File: src/rtl/execute_muldiv_seq.sv
// rtl/execute_muldiv_seq.sv - iterative mul/div sequencer for the execute stage
module execute_muldiv_seq #(
  parameter int LEN_REG     = 32,
  parameter int LEN_OPECODE = 7,
  parameter int LEN_CNT     = 6
) (
  input  logic                   clk,
  input  logic                   rst,
  input  logic                   valid_i,
  output logic                   stall_o,
  input  logic [LEN_OPECODE-1:0] opecode,
  input  logic [LEN_REG-1:0]     data_rd,
  input  logic [LEN_REG-1:0]     data_rs,
  output logic                   valid_o,
  input  logic                   stall_i,
  output logic [LEN_REG-1:0]     data_o,
  output logic                   busy
);

  localparam logic [LEN_OPECODE-1:0] OP_MUL = LEN_OPECODE'(2);
  localparam logic [LEN_OPECODE-1:0] OP_DIV = LEN_OPECODE'(3);

  typedef enum logic [1:0] {
    S_IDLE = 2'd0,
    S_RUN  = 2'd1,
    S_DONE = 2'd2
  } state_t;

  state_t state, state_next;

  logic [LEN_CNT-1:0] cnt;
  logic               op_div;
  // mcand holds multiplicand (mul) or the dividend being shifted out (div);
  // mplier holds multiplier (mul) or divisor (div); acc is product or quotient.
  logic [LEN_REG-1:0] mcand, mplier, acc, rem;
  logic [LEN_REG-1:0] mcand_step, mplier_step, acc_step, rem_step;
  logic [LEN_REG:0]   rem_shift;
  logic               accept, finish;

  // state register
  always_ff @(posedge clk or negedge rst) begin
    if (!rst) state <= S_IDLE;
    else      state <= state_next;
  end

  // next-state decode and accept/finish strobes
  always_comb begin
    state_next = state;
    accept     = 1'b0;
    finish     = 1'b0;
    case (state)
      S_IDLE: begin
        if (valid_i && (opecode == OP_MUL || opecode == OP_DIV)) begin
          accept     = 1'b1;
          state_next = S_RUN;
        end
      end
      S_RUN: begin
        if (cnt == '0) begin
          finish     = 1'b1;
          state_next = S_DONE;
        end
      end
      S_DONE: begin
        if (!stall_i) state_next = S_IDLE;
      end
      default: state_next = S_IDLE;
    endcase
  end

  // one iteration of shift-add multiply or restoring divide
  always_comb begin
    mcand_step  = mcand << 1;
    mplier_step = mplier;
    acc_step    = acc;
    rem_step    = rem;
    rem_shift   = {rem, mcand[LEN_REG-1]};
    if (!op_div) begin
      mplier_step = mplier >> 1;
      if (mplier[0]) acc_step = acc + mcand;
    end else if (rem_shift >= {1'b0, mplier}) begin
      // difference is below the divisor, so the low bits carry it exactly
      rem_step = rem_shift[LEN_REG-1:0] - mplier;
      acc_step = {acc[LEN_REG-2:0], 1'b1};
    end else begin
      rem_step = rem_shift[LEN_REG-1:0];
      acc_step = {acc[LEN_REG-2:0], 1'b0};
    end
  end

  // operand/iteration datapath and result registers
  always_ff @(posedge clk or negedge rst) begin
    if (!rst) begin
      cnt     <= '0;
      op_div  <= 1'b0;
      mcand   <= '0;
      mplier  <= '0;
      acc     <= '0;
      rem     <= '0;
      data_o  <= '0;
      valid_o <= 1'b0;
    end else begin
      if (accept) begin
        cnt    <= LEN_CNT'(LEN_REG - 1);
        op_div <= (opecode == OP_DIV);
        mcand  <= data_rd;
        mplier <= data_rs;
        acc    <= '0;
        rem    <= '0;
      end else if (state == S_RUN) begin
        mcand  <= mcand_step;
        mplier <= mplier_step;
        acc    <= acc_step;
        rem    <= rem_step;
        if (!finish) cnt <= cnt - 1'b1;
      end
      if (finish) begin
        data_o  <= acc_step;
        valid_o <= 1'b1;
      end else if (state == S_DONE && !stall_i) begin
        valid_o <= 1'b0;
      end
    end
  end

  // stall is a pure decode of the state register, never of valid_i
  assign stall_o = (state != S_IDLE);
  assign busy    = stall_o;

endmodule

File: config.mk
export PLATFORM = sky130hd
export DESIGN_NAME = execute_muldiv_seq
export DESIGN_NICKNAME = d
export VERILOG_FILES = /design/src/rtl/execute_muldiv_seq.sv
export SDC_FILE = /design/constraint.sdc
export NUM_CORES = 1
export LEC_CHECK = 0
export BUFFER_PORTS_ARGS = -buffer_cell sky130_fd_sc_hd__buf_4
export CAP_MARGIN = 20
export CORE_MARGIN = 2
export CORE_UTILIZATION = 31
export DETAILED_ROUTE_END_ITERATION = 6
export GPL_ROUTABILITY_DRIVEN = 0
export GPL_TIMING_DRIVEN = 0
export PLACE_DENSITY = 0.51
export SYNTH_ARGS = -nofsm -noshare
export SYNTH_HDL_FRONTEND = slang
export SYNTH_SLANG_ARGS = --single-unit
File: constraint.sdc
create_clock -name clk -period 7 [get_ports clk]
set_input_delay 0.7 -clock clk [delete_from_list [all_inputs] [get_ports clk]]
set_output_delay 0.7 -clock clk [all_outputs]
set_load 0.03 [all_outputs]
==> metrics.txt, run 1 <==
CP endpoint kind=flip-flop; most area-hungry cell type in the Yosys netlist=dfrtp_1; Hold WC Path Type=in2async; worst skew pair latency=0.46 ns; top cell type's share of synthesized area=37.6%; Post-synth top flop=dfrtp_1; leakage=0.00596 uW; VDD IR max=0.148 mV; Seq. cell area=4250 um2; Post-Syn Instances=1321; largest net degree at the start of global routing=90; Via Count=10300; initial DRC count=822; Post-Route WL=36300 um; crit-path max cell delay=0.43 ns; setup TNS=0 ns; fin cells=1925; crit share post-route=50.9%; PD cells=405 nW/um2; vias in the first global route=9992; final setup fails=0; fillcell total=3774; status=finished, final reports clean; RSZ-0062 raised after global routing=false; CTS resizes=0; setup bufs post-CTS=0; die area=38000 um2; Clock Pin Slew Worst Setup and Hold Paths=0.08 ns; final slew viol count=0; Die Span Y=195 um; synth top area cells=dfrtp_1, ha_1, o21ai_0; I/O Pins=110; FFs w/ async S/R, synth=100%; first-pass GRT wire length=57600 um; total track usage=19.4%; Antenna diodes=0; input/output buffers=109; post-synthesis register bit count=170; Seq/Total Area, Yosys=37.6%; R2R Path Start=acc[0]$_DFFE_PN0P_; Setup WS pre-CTS=3.51 ns; nets=1592; Slew headroom=25.2%; Tmin final=3.56 ns; worst setup margin=3.44 ns; area grow syn2layout=17.9%; CTS tree=yes; crit path kind=reg2reg; initial antenna violation count=0; worst slew pin tran=1.12 ns; htree depth=4; clk sinks=170; root buf cell=clkbuf_16; CP Buf/Inv Count=0; Crit Reg-Reg Endpoint=data_o[24]$_DFFE_PN0P_; WL/cell=18.9 um; Initial Utilization=31.7%; critical path cell sequence=ha_1, fa_1, a21o_1, a21o_1, a2111oi_4, o21ai_2, nand2_1, o21ai_0, a221oi_1, xor2_1, a221o_1, o21ai_0; Post-synth EDFFs=0; clock buffer depth=2; family with the most delay on the worst path=compound AO/OA/AOI/OAI gates; detailed-router iteration count before antenna repair=5; vias per cell=5.34; total CTS buffers=17; Max Freq=0.281 GHz; synth unique cells=73; DP Wirelength=27200 um; area of the multi-input gates=6520 um2; Antenna Nets Post-Route=0; WP data required=7.38 ns; gr ovfl total=0; Worst Setup Start Kind=flip-flop; Hold Violations, Final=0; synth warn=0; cts hold-fix bufs=0; Synth Area per Inst=8.57 um2; Clock Skew=0.0140 ns; Post-Place Cells=1892; Critical Path Slowest Stage Cell=a2111oi_4; ratio of cells with drive above 1 in the final layout=13.6%; Die X-Extent=195 um; row cnt=69; R2R depth=12; worst path arrival time=3.94 ns; reg2reg setup slack=3.44 ns; Synth Net Count=1462; maxcap violations=0; DRC=0; Netlist Area Pre-Place=11300 um2; core region area=35700 um2; CP Max Fanout=4
-- cells in the mapped netlist, types with 9 or more instances --
master    number
a21oi_1      107
mux2_2         9
a22oi_1       34
clkbuf_1      48
o21ai_0      138
and3_1         9
nand2_1      178
a21o_1        34
nor3_1        14
o21bai_1      15
xnor2_1       30
nor2b_1       17
inv_1         51
o31ai_1       16
xor2_1        23
dfrtp_1      170
a31oi_1       15
a211oi_1      13
mux2i_1       48
ha_1          64
a22o_1        11
buf_2         17
nor2_1        76
nand3_1       67
-- layout by cell type, fill, tap and decap left out, types with 4 or more instances in the layout --
cell type | synthesis | routed
a211oi_1 | 13 | 13
a21o_1 | 34 | 34
a21oi_1 | 107 | 107
a221o_1 | 4 | 4
a221oi_1 | 6 | 6
a22o_1 | 11 | 11
a22oi_1 | 34 | 34
a31oi_1 | 15 | 15
and2_1 | 5 | 5
and3_1 | 9 | 9
buf_1 | 4 | 4
buf_2 | 17 | 17
buf_4 | 6 | 115
clkbuf_1 | 48 | 48
clkbuf_16 | 0 | 17
dfrtp_1 | 170 | 170
ha_1 | 64 | 64
inv_1 | 51 | 51
inv_6 | 0 | 4
mux2_2 | 9 | 9
mux2i_1 | 48 | 48
nand2_1 | 178 | 178
nand2b_1 | 8 | 8
nand3_1 | 67 | 67
nand4_1 | 7 | 7
nor2_1 | 76 | 76
nor2b_1 | 17 | 17
nor3_1 | 14 | 14
o211ai_1 | 8 | 8
o21a_1 | 5 | 5
o21ai_0 | 138 | 138
o21ai_1 | 4 | 4
o21bai_1 | 15 | 15
o31ai_1 | 16 | 16
or3_1 | 6 | 6
or4_1 | 4 | 4
xnor2_1 | 30 | 30
xor2_1 | 23 | 23
-- sequential cells by signal (all words and copies together) (netlist names) --
name	count
acc	32
data_o	32
mcand	32
mplier	32
rem	32
cnt	6
state	2
op_div	1
valid_o	1
-- metrics by stage --
stage / total power [uW] / area (um2) / utilization [%] / hold WS, ns
after floorplan: 3650 / 11300 / - / 0.404
after global placement: 4380 / 12700 / 35.6 / 0.478
after detailed placement: 4400 / 12700 / 35.7 / 0.479
after CTS: 5410 / 13300 / 37.3 / 0.282
after global routing: 5890 / 13300 / 37.3 / 0.318
final: 5410 / 13300 / 37.3 / 0.268
-- how the worst max path moves through the flow --
stage,slack [ns],cells after the start,endpoint,from
6_report,3.44,12,data_o[24]$_DFFE_PN0P_,acc[0]$_DFFE_PN0P_
5_1_grt,3.24,12,data_o[24]$_DFFE_PN0P_,mcand[0]$_DFFE_PN0P_
4_1_cts,3.45,12,data_o[24]$_DFFE_PN0P_,mcand[0]$_DFFE_PN0P_
3_5_place_dp,3.51,12,data_o[24]$_DFFE_PN0P_,mcand[0]$_DFFE_PN0P_
3_3_place_gp,3.50,12,data_o[24]$_DFFE_PN0P_,mcand[0]$_DFFE_PN0P_
2_1_floorplan,3.92,12,data_o[28]$_DFFE_PN0P_,mcand[0]$_DFFE_PN0P_
-- power breakdown --
| group | switching, uW | internal (uW) | leakage [uW] |
|---|---|---|---|
| Sequential | 267 | 1240 | 0.00224 |
| Combinational | 1760 | 1160 | 0.00344 |
| Clock | 450 | 532 | 0.000283 |
-- cells by family (layout without fill, tap and decap cells) --
| kind of cell | after synthesis | count (layout) | synth area share, % |
|---|---|---|---|
| compound gates | 435 | 435 | 24.4 |
| simple gates | 410 | 410 | 16.6 |
| flops | 170 | 170 | 37.6 |
| buf+inv | 130 | 273 | 4.82 |
| fa+ha+maj | 66 | 66 | 7.43 |
| mux | 57 | 57 | 5.14 |
| xor+xnor | 53 | 53 | 4.10 |
-- routing by layer --
metal / routed length [um] / part of all wire (%) / vias up / track usage [%]
li1: - / - / 5026 / -
met1: 18600 / 51 / 5022 / 29.0
met2: 15800 / 44 / 210 / 29.3
met3: 1520 / 4.2 / 19 / 3.14
met4: 336 / 0.93 / 0 / 4.21
met5: 0 / 0 / - / 0
-- cell type report --
class / instances / area share [%]
plain buffers: 79 / 2.65
clock buffers: 17 / 3.19
clock inverters: 15 / 1.24
inverters: 51 / 1.43
multi-input cells: 1021 / 48.8
flip-flops and latches: 170 / 31.9
well taps: 461 / 4.32
repair buffers: 111 / 6.45
No activity file was read; power rests on OpenSTA's default activity.
==> run 2: changes to the inputs <==
==> constraint.sdc (replaced) <==
create_clock -name clk -period 3.3 [get_ports clk]
set_input_delay 0.33 -clock clk [delete_from_list [all_inputs] [get_ports clk]]
set_output_delay 0.33 -clock clk [all_outputs]
set_load 0.03 [all_outputs]
==> run 2 against run 1 <==
  * The flow now finishes with violations (negative setup slack)
  * Core utilization rose by 0.80 points
  * Final area increased by 2.1%
  * Clock skew is 0.0012 ns lower
  * Critical endpoint is now data_o[30]$_DFFE_PN0P_
  * Cell count up 0.57%
  * Register-to-register slack got worse by 3.5 ns
  * Clock-buffer cell count unchanged
  * Routed wire length grew 1.1%
  * Global-route usage is essentially flat
  * Highest routed layer unchanged
==> metrics.txt, run 2 (synthesis gave the netlist of run 1 again) <==
reg2reg setup slack=-0.07 ns; area grow syn2layout=20.5%; final setup fails=5; DRC=0; total CTS buffers=17; initial DRC count=786; total power draw=11700 uW; core region area=35700 um2; most common cell after layout, fill and taps aside=nand2_1; crit path from=acc[0]$_DFFE_PN0P_; input/output buffers=109; Worst Setup Start Kind=flip-flop; detailed-router iteration count before antenna repair=7; die area=38000 um2; Via Count=10400; setup TNS=-0.176 ns; Max Freq=0.296 GHz; WL/cell=19.0 um; Antenna Nets Post-Route=0; clk sinks=170; Crit Reg-Reg Endpoint=data_o[30]$_DFFE_PN0P_; Post-Route WL=36700 um; RSZ-0062 raised after global routing=true; nets=1603; initial antenna violation count=0; largest net degree at the start of global routing=90; clock buffer depth=2; worst skew pair latency=0.46 ns; row cnt=69; maxcap violations=0; Setup WS pre-CTS=-0.186 ns; worst setup margin=-0.0739 ns; fillcell total=3743; I/O Pins=110; htree depth=4; hold_ws=0.0799 ns; Seq. cell area=4250 um2; worst path arrival time=3.69 ns; crit path kind=reg2reg; CP endpoint kind=flip-flop; Die X-Extent=195 um; area of the multi-input gates=6700 um2; vias in the first global route=9999; worst slew pin tran=1.14 ns; Final Util=38.1%; Hold WC Path Type=in2reg; Antenna diodes=0; DP Wirelength=27200 um; Hold Violations, Final=0; vias per cell=5.38; commonest cells after routing, fill and taps aside=nand2_1, dfrtp_1, o21ai_0; final slew viol count=0; Clock Skew=0.0129 ns; VDD IR max=0.323 mV; hold path cells=3; Clock Pin Slew Worst Setup and Hold Paths=0.07 ns; CP Max Fanout=5; Tmin final=3.37 ns; first-pass GRT wire length=57700 um; total track usage=19.4%; root buf cell=clkbuf_16; Slew headroom=23.6%; crit share post-route=102%; WP data required=3.61 ns; R2R depth=12; gr ovfl total=0; Initial Utilization=31.7%; failing checks=negative setup slack; leakage=0.00609 uW; R2R Path Start=acc[0]$_DFFE_PN0P_; status=complete, but fails checks; Die Span Y=195 um; PD cells=862 nW/um2; Worst Hold Path EP=mcand[13]$_DFFE_PN0P_; CTS tree=yes; hold_sp=data_rd[13]; ratio of cells with drive above 1 in the final layout=16.1%
## run 2: cell types whose count changed in the layout (fill, tap and decap cells not counted), moves of 3 or more
cell      previous run  this run
a21oi_1            107       104
a21oi_2              1         4
a221oi_1             6         3
a221oi_2             0         3
a31oi_1             15        12
buf_4              115       127
o21ai_0            138       129
o21ai_1              4        11
o31ai_1             16        13
## run 2: what timing repair did
action	CTS	global route
endpoints found under the hold margin	88	0
gates cloned	0	0
hold buffers	1	0
buffers inserted	1	10
gates resized for setup	5	43
endpoints found under the setup margin	15	51
pin swaps	3	27
## run 2: cell type report
type	instances	share of cell area, %
Inverter	51	1.40
Timing Repair Buffer	123	7.00
Sequential cell	170	31.2
Clock inverter	15	1.21
Clock buffer	17	3.12
Multi-Input combinational cell	1021	49.2
Buffer	78	2.64
Tap cell	461	4.23
## run 2: stage by stage
stage / instances / area, um2
after floorplan: 1321 / 11300
after global placement: 1891 / 12700
after detailed placement: 1892 / 12700
after CTS: 1926 / 13400
after global routing: 1936 / 13600
final: 1936 / 13600
## run 2: how the worst max path moves through the flow
| stage | endpoint | slack, ns | cells after the start |
|---|---|---|---|
| final | data_o[30]$_DFFE_PN0P_ | -0.07 | 12 |
| after floorplan | data_o[28]$_DFFE_PN0P_ | 0.22 | 12 |
| after CTS | data_o[28]$_DFFE_PN0P_ | 0.01 | 12 |
| after global placement | data_o[24]$_DFFE_PN0P_ | -0.20 | 12 |
| after global routing | data_o[30]$_DFFE_PN0P_ | -0.13 | 12 |
| after detailed placement | data_o[24]$_DFFE_PN0P_ | -0.19 | 12 |
## run 2: where the power goes
group / switching (uW) / total, uW / internal [uW]
Clock: 952 / 2080 / 1130
Sequential: 571 / 3210 / 2640
Combinational: 3860 / 6460 / 2600
Total: 5380 / 11700 / 6370
## run 2: critical path, stage by stage, from the launching register on
cell and delay, ns:
dfrtp_1 0.44, ha_4 0.20, fa_2 0.39, a21o_1 0.16
a21o_1 0.21, a2111oi_4 0.44, o21ai_2 0.17, a41oi_2 0.26
and2_4 0.23, o31ai_4 0.08, or3_1 0.37, a21oi_2 0.20
o31ai_1 0.08
## run 2: layer usage
layer  global-route usage, %  wire length [um]  vias to the layer above
li1                        -                 -                     5038
met1                    29.0             18700                     5121
met2                    29.4             16100                      231
met3                    3.14              1580                       19
met4                    4.21               311                        0
met5                       0                 0                        -
==> run 3: changes to the inputs <==
--- a/config.mk
+++ b/config.mk
@@ -5,6 +5,7 @@
 export SDC_FILE = /design/constraint.sdc
 export NUM_CORES = 1
 export LEC_CHECK = 0
+export ABC_AREA = 1
 export BUFFER_PORTS_ARGS = -buffer_cell sky130_fd_sc_hd__buf_4
 export CAP_MARGIN = 20
 export CORE_MARGIN = 2
==> run 3 against run 2 <==
  * The run ends with design-rule violations left
  * Clock power is 4% higher
  * Power is 22% higher
  * Critical endpoint is now rem[14]$_DFFE_PN0P_
  * Worst hold slack better by 0.012 ns
  * Worst setup slack better by 0.54 ns
  * Clock-buffer cell count is 5 higher
  * Non-clock buffer count is 25 lower
  * Register-to-register slack better by 0.54 ns
  * Die area is 10% higher
  * Global-route usage is 1.5 points higher
  * Flip-flop and latch count stayed put
  * Highest routed layer unchanged
  * Final area is 7.2% higher
  * Synthesized area is 10% higher
==> metrics.txt, run 3 <==
status=complete, but fails checks; failing checks=design-rule violations; Synth Net Count=2053; clk sinks=170; xor/xnor cell area share of the yosys netlist=2.11%; vias per cell=4.87; Tmin final=2.83 ns; Slew headroom=43.4%; I/O Pins=110; CTS tree=yes; RSZ-0062 raised after global routing=false; hold_sp=data_rd[21]; Via Count=12600; Seq/Total Area, Yosys=34.1%; WP data required=3.62 ns; R2R Path Start=mcand[31]$_DFFE_PN0P_; VDD IR max=0.417 mV; worst slew pin tran=0.849 ns; total CTS buffers=17; Netlist Area Pre-Place=12500 um2; clock buffer depth=2; root buf cell=clkbuf_16; Hold Violations, Final=0; fin area=14600 um2; Antenna Nets Post-Route=0; Synth Area per Inst=6.52 um2; CTS resizes=0; final slew viol count=0; nets=2183; top cell type's share of synthesized area=34.1%; CP Max Fanout=6; worst skew pair latency=0.46 ns; synth unique cells=39; Die X-Extent=205 um; final setup fails=0; htree depth=4; row cnt=73; first-pass GRT wire length=67700 um; Worst Setup Start Kind=flip-flop; Hold WC Path Type=in2reg; total power draw=14400 uW; DP Wirelength=33500 um; setup bufs post-CTS=0; Clock Skew=0.0110 ns; area grow syn2layout=17.2%; crit path kind=reg2reg; Post-Place Cells=2547; synth top area cells=dfrtp_1, nand2_1, inv_1; gr ovfl total=0; total track usage=20.9%; largest net degree at the start of global routing=106; leakage=0.00801 uW; Synth Area in Simple Gates=34.4%; Initial Utilization=31.4%; initial DRC count=980; die area=41900 um2; most frequent cell after synthesis=nand2_1; Post-synth EDFFs=0; Max Freq=0.353 GHz; worst path arrival time=3.15 ns; Cell Area, Placed=14000 um2; WL/cell=16.5 um; post-synthesis adder-cell area fraction=6.74%; CP endpoint kind=flip-flop; ratio of cells with drive above 1 in the final layout=8.62%; DRC=2; Die Span Y=205 um; synth warn=0; post-synthesis mux area share=0%; Clock Pin Slew Worst Setup and Hold Paths=0.07 ns; vias in the first global route=12500; cts hold-fix bufs=1; post-synthesis register bit count=170; crit path from=mcand[31]$_DFFE_PN0P_; commonest cells after routing, fill and taps aside=nand2_1, inv_1, dfrtp_1; post-synthesis compound-gate area fraction=12.5%; Post-Syn Instances=1912; fin cells=2579; largest family of logic cells by synthesized area=simple AND/OR/NAND/NOR gates; maxcap violations=0; Final Util=36.8%; FFs w/ async S/R, synth=100%; PD cells=984 nW/um2; most area-hungry cell type in the Yosys netlist=dfrtp_1; Post-Route WL=42600 um; Synth top cells by count=nand2_1, inv_1, dfrtp_1; most common cell after layout, fill and taps aside=nand2_1; Post-synth top flop=dfrtp_1; detailed-router iteration count before antenna repair=7; core region area=39700 um2; input/output buffers=109; Antenna diodes=0; setup TNS=0 ns; crit share post-route=85.8%; initial antenna violation count=0
## run 3: cell count changes after synthesis, sizes merged, moves of 16 or more
| cell | previous run | this run |
|---|---|---|
| nor2b | 17 | 0 |
| a21oi | 108 | 71 |
| o31ai | 17 | 0 |
| inv | 51 | 255 |
| nand2 | 178 | 747 |
| mux2i | 48 | 0 |
| nand3 | 68 | 126 |
| o21ai | 143 | 122 |
| nor2 | 76 | 128 |
| a21o | 34 | 5 |
| o211ai | 9 | 35 |
| a31oi | 16 | 0 |
## run 3: routing by layer
| layer | global-route usage [%] | vias to the layer above | part of all wire [%] |
|---|---|---|---|
| met3 | 2.99 | 67 | 4.2 |
| met2 | 35.2 | 309 | 48 |
| met4 | 7.30 | 0 | 2.8 |
| met1 | 27.3 | 5849 | 45 |
| met5 | 0 | - | 0 |
| li1 | - | 6333 | - |
## run 3: area by class of cell
cell class | instances | area [um2]
fill | 4367 | 25100
multi-input combinational | 1421 | 6960
sequential | 170 | 4250
inverter | 256 | 961
timing repair buffer | 111 | 863
tap | 525 | 657
clock buffer | 22 | 484
buffer | 65 | 304
clock inverter | 9 | 138
## run 3: logic make-up after synthesis
kind of cell	count (synthesis)
AND/OR/NAND/NOR	1053
buffers and inverters	321
AO/OA/AOI/OAI	272
flip-flops	170
adder cells (fa/ha/maj)	66
XOR/XNOR	30
## run 3: final timing paths
path / to / slack [ns] / cells past startpoint
setup / recovery: rem[14]$_DFFE_PN0P_ / 0.47 / 12
hold / removal: mcand[21]$_DFFE_PN0P_ / 0.09 / 3
setup reg to reg: rem[14]$_DFFE_PN0P_ / 0.47 / 12
hold reg to reg: data_o[1]$_DFFE_PN0P_ / 0.48 / 2
max in group asynchronous: data_o[27]$_DFFE_PN0P_ / 1.91 / 3
min in group asynchronous: mcand[4]$_DFFE_PN0P_ / 0.53 / 2
## run 3: stage by stage
step | hold slack (ns) | worst slack (ns)
floorplan | 0.0344 | 1.20
global placement | 0.468 | 0.610
detailed placement | 0.454 | 0.577
CTS | 0.0695 | 0.561
global route | 0.0777 | 0.341
finish | 0.0924 | 0.469
## run 3: where the power goes
part | total [uW] | internal [uW] | switching [uW]
Combinational | 8650 | 2960 | 5700
Clock | 2170 | 1270 | 898
Sequential | 3560 | 2930 | 630
Total | 14400 | 7150 | 7230
## run 3: worst max-delay path: stages, from the launching register on
cell	delay [ns]
dfrtp_1	0.39
inv_1	0.10
ha_1	0.25
fa_1	0.45
o21ai_1	0.59
nand2_1	0.10
nand2_1	0.16
nand2_1	0.07
nand2_1	0.17
xnor2_1	0.15
nand2_1	0.07
nand3_1	0.08
o21ai_0	0.11
